## config.mk

```make
export PLATFORM = sky130hd
export DESIGN_NAME = rename_recovery_sequencer
export DESIGN_NICKNAME = d
export VERILOG_FILES = /design/src/rtl/rename_recovery_sequencer_pkg.sv /design/src/rtl/rename_recovery_sequencer_journal.sv /design/src/rtl/rename_recovery_sequencer.sv
export SDC_FILE = /design/constraint.sdc
export NUM_CORES = 1
export LEC_CHECK = 0
export CORE_ASPECT_RATIO = 0.7
export CORE_MARGIN = 1.5
export CORE_UTILIZATION = 57
export CTS_CLUSTER_SIZE = 16
export DETAILED_ROUTE_END_ITERATION = 16
export GPL_ROUTABILITY_DRIVEN = 0
export PLACE_DENSITY = 0.78
export SYNTH_ARGS = -nofsm -noshare
export SYNTH_HDL_FRONTEND = slang
export SYNTH_HIERARCHICAL = 1
export SYNTH_SLANG_ARGS = --single-unit
```

## constraint.sdc

```tcl
create_clock -name clk -period 6.9 [get_ports clk]
set_input_delay 1.725 -clock clk [delete_from_list [all_inputs] [get_ports clk]]
set_output_delay 1.725 -clock clk [all_outputs]
set_load 0.01 [all_outputs]
```

## src/rtl/rename_recovery_sequencer_pkg.sv

```systemverilog
// Shared types for the rename recovery sequencer: journal entry payload,
// sequencer state encoding and the physical register address type.
package rename_recovery_sequencer_pkg;

    localparam int unsigned ARCH_W = 5;
    localparam int unsigned PHYS_W = 6;

    typedef logic [PHYS_W-1:0] phys_addr_t;

    // One in-flight rename: which file, which rd, new mapping, replaced mapping.
    typedef struct packed {
        logic              is_fp;
        logic [ARCH_W-1:0] rd;
        phys_addr_t        phys;
        phys_addr_t        prev_phys;
    } rename_journal_entry_t;

    typedef enum logic [1:0] {
        INIT_GP,
        INIT_FP,
        IDLE,
        ROLLBACK
    } rename_seq_state_t;

endpackage

```

## src/rtl/rename_recovery_sequencer_journal.sv

```systemverilog
// Circular journal of in-flight renames.
// Ports: push/push_entry append at the tail; pop_head removes the oldest
// entry (retire); pop_tail removes the youngest entry (rollback).
// head_is_fp/head_prev_phys and tail_entry are combinational reads of the
// oldest and youngest entries; count/full/empty reflect current occupancy.
// pop_tail must not be asserted together with push or pop_head.
module rename_journal
    import rename_recovery_sequencer_pkg::*;
#(
    parameter int unsigned DEPTH = 32,
    localparam int unsigned PTR_W = $clog2(DEPTH),
    localparam int unsigned CNT_W = $clog2(DEPTH) + 1
) (
    input  logic                  clk,
    input  logic                  rst,
    input  logic                  push,
    input  rename_journal_entry_t push_entry,
    input  logic                  pop_head,
    input  logic                  pop_tail,
    output logic                  head_is_fp,
    output phys_addr_t            head_prev_phys,
    output rename_journal_entry_t tail_entry,
    output logic [CNT_W-1:0]      count,
    output logic                  full,
    output logic                  empty
);

    rename_journal_entry_t mem_q [DEPTH];
    logic [PTR_W-1:0] head_q, head_d;
    logic [PTR_W-1:0] tail_q, tail_d;
    logic [CNT_W-1:0] count_q, count_d;
    rename_journal_entry_t head_entry;

    // Pointer and occupancy update; pointers wrap naturally at DEPTH.
    always_comb begin
        head_d  = head_q;
        tail_d  = tail_q;
        count_d = count_q;
        if (pop_tail) begin
            tail_d  = tail_q - PTR_W'(1);
            count_d = count_q - CNT_W'(1);
        end else begin
            if (push) tail_d = tail_q + PTR_W'(1);
            if (pop_head) head_d = head_q + PTR_W'(1);
            if (push && !pop_head) begin
                count_d = count_q + CNT_W'(1);
            end else if (!push && pop_head) begin
                count_d = count_q - CNT_W'(1);
            end
        end
    end

    always_ff @(posedge clk) begin
        if (!rst) begin
            head_q  <= '0;
            tail_q  <= '0;
            count_q <= '0;
        end else begin
            head_q  <= head_d;
            tail_q  <= tail_d;
            count_q <= count_d;
        end
    end

    // Entry storage needs no reset; occupancy is tracked by the pointers.
    always_ff @(posedge clk) begin
        if (push) mem_q[tail_q] <= push_entry;
    end

    assign head_entry     = mem_q[head_q];
    assign head_is_fp     = head_entry.is_fp;
    assign head_prev_phys = head_entry.prev_phys;
    assign tail_entry     = mem_q[tail_q - PTR_W'(1)];
    assign count          = count_q;
    assign full           = (count_q == CNT_W'(DEPTH));
    assign empty          = (count_q == '0);

endmodule

```

## src/rtl/rename_recovery_sequencer.sv

```systemverilog
// Control sequencer for the register renamer: post-reset spec-table/free-list
// init, retire-time freeing of the replaced physical register, and flush-time
// rollback walking the rename journal youngest-to-oldest.
// Ports: clk, rst (sync, active-low); rename_* push a journal entry;
// retire_valid commits the oldest entry; flush discards uncommitted entries.
// tbl_* drive the spec-table write port, free_* the GP/FP free-list push
// port; stall, init_done, journal_full are status. All outputs registered.
// Optional macro RENAME_RECOVERY_PERF_EN adds rollback_cycles and
// flush_count saturating performance counters.
module rename_recovery_sequencer
    import rename_recovery_sequencer_pkg::*;
#(
    parameter int unsigned DEPTH      = 32,
    parameter int unsigned INCLUDE_FP = 1,
    parameter int unsigned ARCH_REGS  = 32
) (
    input  logic        clk,
    input  logic        rst,
    input  logic        rename_valid,
    input  logic        rename_is_fp,
    input  logic [4:0]  rename_rd,
    input  logic [5:0]  rename_phys,
    input  logic [5:0]  rename_prev_phys,
    input  logic        retire_valid,
    input  logic        flush,
    output logic        tbl_we,
    output logic        tbl_is_fp,
    output logic [4:0]  tbl_waddr,
    output logic [5:0]  tbl_wdata,
    output logic        free_push,
    output logic        free_is_fp,
    output logic [5:0]  free_data,
    output logic        stall,
    output logic        init_done,
`ifdef RENAME_RECOVERY_PERF_EN
    output logic        journal_full,
    output logic [31:0] rollback_cycles,
    output logic [15:0] flush_count
`else
    output logic        journal_full
`endif
);

    localparam int unsigned CNT_W = $clog2(DEPTH) + 1;
    localparam logic [ARCH_W-1:0] IDX_LAST = ARCH_W'(ARCH_REGS - 1);

    rename_seq_state_t state_q, state_d;
    logic [ARCH_W-1:0] idx_q, idx_d;
    logic              tbl_we_q, tbl_we_d;
    logic              tbl_is_fp_q, tbl_is_fp_d;
    logic [ARCH_W-1:0] tbl_waddr_q, tbl_waddr_d;
    phys_addr_t        tbl_wdata_q, tbl_wdata_d;
    logic              free_push_q, free_push_d;
    logic              free_is_fp_q, free_is_fp_d;
    phys_addr_t        free_data_q, free_data_d;
    logic              stall_q, stall_d;
    logic              init_done_q, init_done_d;
    logic              journal_full_q, journal_full_d;

    logic                  j_push, j_pop_head, j_pop_tail, retire_ok;
    rename_journal_entry_t push_entry, tail_entry;
    logic                  head_is_fp;
    phys_addr_t            head_prev_phys;
    logic [CNT_W-1:0]      j_count;
    logic                  j_full, j_empty;

    assign push_entry = '{is_fp: rename_is_fp, rd: rename_rd,
                          phys: rename_phys, prev_phys: rename_prev_phys};

    rename_journal #(.DEPTH(DEPTH)) u_journal (
        .clk            (clk),
        .rst            (rst),
        .push           (j_push),
        .push_entry     (push_entry),
        .pop_head       (j_pop_head),
        .pop_tail       (j_pop_tail),
        .head_is_fp     (head_is_fp),
        .head_prev_phys (head_prev_phys),
        .tail_entry     (tail_entry),
        .count          (j_count),
        .full           (j_full),
        .empty          (j_empty)
    );

    // Next-state, journal control and next-output logic.
    always_comb begin
        state_d        = state_q;
        idx_d          = idx_q;
        tbl_we_d       = 1'b0;
        tbl_is_fp_d    = 1'b0;
        tbl_waddr_d    = '0;
        tbl_wdata_d    = '0;
        free_push_d    = 1'b0;
        free_is_fp_d   = 1'b0;
        free_data_d    = '0;
        stall_d        = stall_q;
        init_done_d    = init_done_q;
        journal_full_d = j_full;
        j_push         = 1'b0;
        j_pop_head     = 1'b0;
        j_pop_tail     = 1'b0;
        retire_ok      = 1'b0;

        unique case (state_q)
            INIT_GP, INIT_FP: begin
                // Identity map arch reg idx, and hand the upper half to the free list.
                tbl_we_d     = 1'b1;
                tbl_is_fp_d  = (state_q == INIT_FP);
                tbl_waddr_d  = idx_q;
                tbl_wdata_d  = PHYS_W'(idx_q);
                free_push_d  = 1'b1;
                free_is_fp_d = (state_q == INIT_FP);
                free_data_d  = PHYS_W'(ARCH_REGS) + PHYS_W'(idx_q);
                stall_d      = 1'b1;
                if (idx_q == IDX_LAST) begin
                    idx_d   = '0;
                    state_d = (state_q == INIT_GP && INCLUDE_FP != 0) ? INIT_FP : IDLE;
                end else begin
                    idx_d = idx_q + ARCH_W'(1);
                end
            end
            IDLE: begin
                init_done_d = 1'b1;
                stall_d     = 1'b0;
                retire_ok   = retire_valid && !j_empty;
                j_pop_head  = retire_ok;
                if (retire_ok) begin
                    free_push_d  = 1'b1;
                    free_is_fp_d = head_is_fp;
                    free_data_d  = head_prev_phys;
                end
                // A full journal only accepts a rename when a retire frees a slot.
                j_push = rename_valid && !flush && (!j_full || retire_ok);
                if (flush) begin
                    stall_d = 1'b1;
                    state_d = ROLLBACK;
                end
            end
            ROLLBACK: begin
                init_done_d = 1'b1;
                stall_d     = 1'b1;
                if (!j_empty) begin
                    j_pop_tail   = 1'b1;
                    tbl_we_d     = 1'b1;
                    tbl_is_fp_d  = tail_entry.is_fp;
                    tbl_waddr_d  = tail_entry.rd;
                    tbl_wdata_d  = tail_entry.prev_phys;
                    free_push_d  = 1'b1;
                    free_is_fp_d = tail_entry.is_fp;
                    free_data_d  = tail_entry.phys;
                end
                if (j_count <= CNT_W'(1)) state_d = IDLE;
            end
            default: state_d = INIT_GP;
        endcase
    end

    always_ff @(posedge clk) begin
        if (!rst) begin
            state_q        <= INIT_GP;
            idx_q          <= '0;
            tbl_we_q       <= 1'b0;
            tbl_is_fp_q    <= 1'b0;
            tbl_waddr_q    <= '0;
            tbl_wdata_q    <= '0;
            free_push_q    <= 1'b0;
            free_is_fp_q   <= 1'b0;
            free_data_q    <= '0;
            stall_q        <= 1'b1;
            init_done_q    <= 1'b0;
            journal_full_q <= 1'b0;
        end else begin
            state_q        <= state_d;
            idx_q          <= idx_d;
            tbl_we_q       <= tbl_we_d;
            tbl_is_fp_q    <= tbl_is_fp_d;
            tbl_waddr_q    <= tbl_waddr_d;
            tbl_wdata_q    <= tbl_wdata_d;
            free_push_q    <= free_push_d;
            free_is_fp_q   <= free_is_fp_d;
            free_data_q    <= free_data_d;
            stall_q        <= stall_d;
            init_done_q    <= init_done_d;
            journal_full_q <= journal_full_d;
        end
    end

    assign tbl_we       = tbl_we_q;
    assign tbl_is_fp    = tbl_is_fp_q;
    assign tbl_waddr    = tbl_waddr_q;
    assign tbl_wdata    = tbl_wdata_q;
    assign free_push    = free_push_q;
    assign free_is_fp   = free_is_fp_q;
    assign free_data    = free_data_q;
    assign stall        = stall_q;
    assign init_done    = init_done_q;
    assign journal_full = journal_full_q;

`ifdef RENAME_RECOVERY_PERF_EN
    logic [31:0] rollback_cycles_q, rollback_cycles_d;
    logic [15:0] flush_count_q, flush_count_d;

    // Saturating counters: cycles spent rolling back, and flushes that started one.
    always_comb begin
        rollback_cycles_d = rollback_cycles_q;
        flush_count_d     = flush_count_q;
        if (state_q == ROLLBACK && rollback_cycles_q != '1) begin
            rollback_cycles_d = rollback_cycles_q + 32'(1);
        end
        if (state_q == IDLE && flush && flush_count_q != '1) begin
            flush_count_d = flush_count_q + 16'(1);
        end
    end

    always_ff @(posedge clk) begin
        if (!rst) begin
            rollback_cycles_q <= '0;
            flush_count_q     <= '0;
        end else begin
            rollback_cycles_q <= rollback_cycles_d;
            flush_count_q     <= flush_count_d;
        end
    end

    assign rollback_cycles = rollback_cycles_q;
    assign flush_count     = flush_count_q;
`endif

`ifndef SYNTHESIS
    // Decode and retire must be quiet while the journal is being unwound.
    always @(posedge clk) begin
        if (rst && state_q == ROLLBACK) begin
            assert (!retire_valid) else $error("retire_valid asserted during rollback");
            assert (!rename_valid) else $error("rename_valid asserted during rollback");
        end
    end
`endif

endmodule

```

==> impl_metrics.toml, run 1 <==
[power]
swShare_pct = 19.01
p_clk_share_pct = 42.4
leakage_nw = 9.116
p_int_mw = 5.989
p_switching_mw = 1.406
power_frac_comb_pct = 1.4
powerDensity_mw_per_mm2 = 253.8
irDropWorstVdd_v = 0.0002230
seq_power_share_pct = 56.2
power_mw = 7.395

[yosys]
synth_warnings = 6
syn_inst = 1382
synthSimpleGateAreaFrac_pct = 5.163
synth_edf_count = 576
ys_types = 55
synth_adder_area_share_pct = 0.5715
syn_area_per_cell_um2 = 19.01
synth_top_family_by_area = "multiplexers"
synth.cell_area_mm2 = 0.02627
synth_mux_area_share_pct = 19.52
synth_xor_area_share_pct = 0.5620
yosysSeqAreaShare_pct = 69.80
synthFlopType = "edfxtp_1"
synth_compound_area_share_pct = 2.658
ys_async_sr_fraction_pct = 0
ys_seq_elements = 628
syn_nets = 1417

[clock_tree]
cts_tree = "yes"
clkTransAtPathRegs_ns = 0.06
cts-buffers-inserted = 54
cts_setup_buffers = 0
htreeDepth = 2
cts_hold_buf = 0
clockBufferDepth = 3
clkLatencyLatePin_ns = 0.59
clock-root-buffer = "clkbuf_16"
clock_sinks = 628
cts_resized = 0

[layout]
layout_commonest_cell = "edfxtp_1"
final_cell_mix = "576 x edfxtp_1, 214 x mux4_2, 162 x nand2_1"
drive_above_1_share_pct = 26.83
fillers = 2996
area_growth_pct = 10.92
nNetsFinal = 1457
seqCellArea_mm2 = 0.01835
fin_cells = 2070
multiInputGateArea_mm2 = 0.007602

[route]
ant_nets = 0
dr.pass1.iters = 5
vias_per_cell = 6.758
num_vias = 13990
routed_wl_um = 64680
drt_iter0_drc = 2212
drc_errors = 0
wl_per_cell_um = 31.24

[worst_setup_path]
critical_path_required_ns = 7.10
startpoint_type = "primary input"
crit_type = "in -> reg"
path_max_fanout = 18
arrival_ns = 4.56
end_kind = "flop"

[run]
maxCapViolCount = 0

[global_routing]
grt_pass1_wl_um = 94330
grt_max_degree = 57
grt_pass1_vias = 13587
grtUsageTotal_pct = 28.11
overflow = 0
antenna_found_initial = 3

[sta]
fin_setup_tns_ns = 0
worstMarginPinSlew_ns = 1.328
relSlewSlack_pct = 11.22
hold_viol = 0
max_freq_ghz = 0.2294
skew_ns = 0.009100
min_period_ns = 4.359
setup_violations = 0
finalMaxSlewViolations = 0
grt_setup_unrepaired = "no"
timing.final.crit_share_pct = 63.17

[placement]
dp.cells = 1969
hpwl_um = 40580
io_buffers = 46

[floorplan]
dieArea_mm2 = 0.04741
fp.coreArea_mm2 = 0.04530
io_pins = 47
die_width_um = 259.6
die_h_um = 182.6
initial_core_util_pct = 57.99
row_count = 65

[hold_path]
hp-class = "reg -> reg"

[outcome]
status = "finished, final reports clean"
-- final cells by class --
cell class | count | share of cell area [%]
diodes | 2 | 0.01718
clock buffers | 71 | 5.110
clock inverters | 28 | 1.164
inverters | 7 | 0.09018
multi-input cells | 664 | 26.09
flip-flops and latches | 628 | 62.96
well taps | 603 | 2.589
repair buffers | 67 | 1.975
-- per-stage QoR --
stage	setup WS [ns]	util (%)	cell area (µm²)	hold WS, ns
floorplan	3.048	-	26270	0.4796
global placement	2.131	60.28	27300	0.4484
detailed placement	2.010	60.28	27300	0.4626
CTS	2.630	64.31	29130	0.4775
global route	2.427	64.31	29130	0.4906
finish	2.541	64.32	29140	0.4717
-- cell families after synthesis --
logic type | Yosys count
AOI/OAI and AO/OA | 92
xor gates and xnor gates | 16
adders and majority gates | 12
buffers and inverters | 90
DFF | 628
muxes | 244
and+or+nand+nor | 300
-- cell usage after synthesis, types with 8 or more instances --
library cell | instances | share of area, %
a32o_1 | 18 | 0.69
a21oi_1 | 11 | 0.21
a21boi_2 | 8 | 0.34
o22ai_1 | 21 | 0.50
nand2_2 | 8 | 0.19
nor2_1 | 61 | 0.87
nand2_1 | 162 | 2.3
clkbuf_1 | 42 | 0.60
mux4_2 | 214 | 18
mux2i_1 | 23 | 0.88
ha_1 | 12 | 0.57
and2_1 | 15 | 0.36
nand2b_1 | 9 | 0.21
xor2_1 | 8 | 0.27
edfxtp_1 | 576 | 66
dfxtp_1 | 52 | 4.0
buf_2 | 27 | 0.51
-- worst paths after layout --
path	startpoint	to	slack, ns	cells past startpoint
max	flush	u_journal/mem_q[29][11]$_DFFE_PP_	2.54	5
min	init_done$_SDFFE_PN0N_	init_done$_SDFFE_PN0N_	0.47	1
max reg2reg	u_journal/tail_q[0]$_SDFFE_PN0P_	free_data[1]$_SDFF_PN0_	2.69	10
min reg2reg	init_done$_SDFFE_PN0N_	init_done$_SDFFE_PN0N_	0.47	1
-- power by group through the flow --
stage / registers (mW) / clock network [mW] / logic (mW)
floorplan: 4.24 / 0 / 0.0108
global placement: 4.24 / 0 / 0.0999
detailed placement: 4.24 / 0 / 0.104
CTS: 4.16 / 3.18 / 0.104
global route: 4.15 / 3.33 / 0.110
finish: 4.16 / 3.14 / 0.102
-- critical path, stage by stage --
cell and delay [ns]:
clkdlybuf4s50_1 0.40, nor3b_1 0.29, and3_1 0.52, nand2_1 0.56
nor2_2 1.06
-- layer usage --
metal | vias up | GRT usage, % | part of all wire (%)
li1 | 5687 | - | -
met5 | - | 0 | 0.020
met4 | 2 | 5.233 | 1.7
met3 | 75 | 9.306 | 15
met2 | 945 | 38.93 | 43
met1 | 7281 | 44.16 | 41
-- registers in the layout, indices dropped and copies added, names as in the netlist, named ones only --
register	count
free_data	6
free_is_fp	1
free_push	1
idx_q	5
init_done	1
journal_full	1
stall	1
state_q	2
tbl_is_fp	1
tbl_waddr	5
tbl_wdata	6
tbl_we	1
u_journal/count	6
u_journal/head_q	5
u_journal/mem_q	576
u_journal/tail_q	5
Power figures use the tool's default switching activity.
==> run 2, diff against run 1 <==
--- a/config.mk
+++ b/config.mk
@@ -7,11 +7,11 @@
 export LEC_CHECK = 0
 export CORE_ASPECT_RATIO = 0.7
 export CORE_MARGIN = 1.5
-export CORE_UTILIZATION = 57
+export CORE_UTILIZATION = 56
 export CTS_CLUSTER_SIZE = 16
 export DETAILED_ROUTE_END_ITERATION = 16
 export GPL_ROUTABILITY_DRIVEN = 0
-export PLACE_DENSITY = 0.78
+export PLACE_DENSITY = 0.8
 export SYNTH_ARGS = -nofsm -noshare
 export SYNTH_HDL_FRONTEND = slang
 export SYNTH_HIERARCHICAL = 1
==> constraint.sdc (replaced) <==
create_clock -name clk -period 3.9 [get_ports clk]
set_input_delay 0.975 -clock clk [delete_from_list [all_inputs] [get_ports clk]]
set_output_delay 0.975 -clock clk [all_outputs]
set_load 0.01 [all_outputs]
==> run 2 against run 1 <==
Net effect: sequential power is 77% higher; first-iteration DRC count is 5.1% higher; combinational power is 87% higher; largest cell class unchanged.
==> impl_metrics.toml, run 2 (synthesis results as in run 1) <==
[outcome]
status = "finished, final reports clean"

[global_routing]
grt_pass1_vias = 14028
grtUsageTotal_pct = 28.47
grt_pass1_wl_um = 96950
antenna_found_initial = 0
top_usage_layer = "met1"
grt_util_met1_pct = 45.10
overflow = 0
grtUsageMet2_pct = 38.52
use_met3_pct = 9.433
grt_max_degree = 100

[layout]
finalInstanceArea_mm2 = 0.02972
top_register = "u_journal/mem_q"
nNetsFinal = 1509
fin_cells = 2133
layout_commonest_cell = "edfxtp_1"
antenna_cells = 0
largest_reg_flops = 576
drive_above_1_share_pct = 29.72
final_cell_mix = "576 x edfxtp_1, 214 x mux4_2, 162 x nand2_1"
area_growth_pct = 13.14

[worst_setup_path]
path_max_fanout = 57
regToRegSetupSlack_ns = 0.51
crit_type = "reg -> reg"
crit_start = "u_journal/tail_q[1]$_SDFFE_PN0P_"
r2r-start = "u_journal/tail_q[1]$_SDFFE_PN0P_"
arrival_ns = 3.85
reg2reg_depth = 10
critical_path_required_ns = 4.36
r2r-end = "free_data[2]$_SDFF_PN0_"
startpoint_type = "flop"
end_kind = "flop"
endpoint = "free_data[2]$_SDFF_PN0_"

[sta]
fin_setup_tns_ns = 0
min_period_ns = 3.392
grt_setup_unrepaired = "no"
fin_hold_ws_ns = 0.4792
max_freq_ghz = 0.2948
setup_violations = 0
skew_ns = 0.03218
hold_viol = 0
timing.final.crit_share_pct = 86.97
finalMaxSlewViolations = 0
worstMarginPinSlew_ns = 1.210
relSlewSlack_pct = 19.10
worst_slack_ns = 0.5083

[floorplan]
die_h_um = 184.2
io_pins = 47
die_width_um = 261.9
row_count = 66
fp.coreArea_mm2 = 0.04641
dieArea_mm2 = 0.04824
initial_core_util_pct = 56.61

[route]
ant_nets = 0
routed_wl_um = 66800
vias_per_cell = 6.751
drc_errors = 0
wl_per_cell_um = 31.32
drt_iter0_drc = 2325
dr.pass1.iters = 8
num_vias = 14400

[clock_tree]
clock_sinks = 628
cts_tree = "yes"
cts_resized = 0
clkTransAtPathRegs_ns = 0.07
cts_setup_buffers = 0
clkLatencyLatePin_ns = 0.61
cts_hold_buf = 0
cts-buffers-inserted = 55
clockBufferDepth = 3
htreeDepth = 2
clock-root-buffer = "clkbuf_16"

[power]
powerDensity_mw_per_mm2 = 435.1
irDropWorstVdd_v = 0.0004029
leakage_nw = 9.412

[placement]
dp.cells = 2029
hpwl_um = 41610
io_buffers = 46
place_area_mm2 = 0.02794
dpl_worst_slack_ns = 0.3638

[hold_path]
hp-class = "reg -> reg"
worstHoldStart = "init_done$_SDFFE_PN0N_"

[run]
maxCapViolCount = 0
## run 2: cell count changes in the layout (fill, tap and decap cells not counted), moves of 2 or more
cell and change:
clkinv_2 +6, clkbuf_8 +3, diode_2 -2, buf_12 +20, buf_4 +31, inv_6 +2
bufinv_16 -4, clkinvlp_4 +3, clkbuf_1 -5
## run 2: final cells by class
type                    instances  area, µm²
multi-input cells             664       7596
clock buffers                  68       1486
flip-flops and latches        628      18350
fillers                      3072      16690
inverters                       7      26.28
well taps                     612      765.7
repair buffers                118       1209
clock inverters                36      292.8
## run 2: worst max-delay path: stages (launching register included)
cell	delay, ns
dfxtp_1	0.54
inv_1	0.22
ha_4	0.37
buf_12	0.33
mux4_2	0.38
nand2_1	0.09
nand2_1	0.12
o22ai_1	0.44
nor2_1	0.11
a22oi_1	0.46
a21boi_1	0.15
## run 2: power breakdown
part           switching, mW  total, mW  internal, mW
sequential           0.00585       7.35          7.34
combinational          0.151      0.191        0.0408
clock                   2.41       5.39          2.98
## run 2: routing by layer
layer | share of wire (%) | wire length, µm
met5 | 0 | 0
met4 | 2.0 | 1331
met3 | 15 | 10120
met2 | 42 | 28210
met1 | 41 | 27150
## run 2: worst min-delay path by stage
stage / endpoint / slack, ns / cells past startpoint
floorplan: idx_q[3]$_SDFFE_PN0P_ / 0.48 / 2
global placement: init_done$_SDFFE_PN0N_ / 0.45 / 1
detailed placement: init_done$_SDFFE_PN0N_ / 0.47 / 1
CTS: init_done$_SDFFE_PN0N_ / 0.49 / 1
global route: init_done$_SDFFE_PN0N_ / 0.51 / 1
finish: init_done$_SDFFE_PN0N_ / 0.48 / 1
## run 2: metrics by stage
step	total power, mW	util (%)
after CTS	12.99	64.04
after detailed placement	7.687	60.21
final	12.93	64.04
after floorplan	7.521	-
after global routing	13.23	64.04
after global placement	7.677	60.21
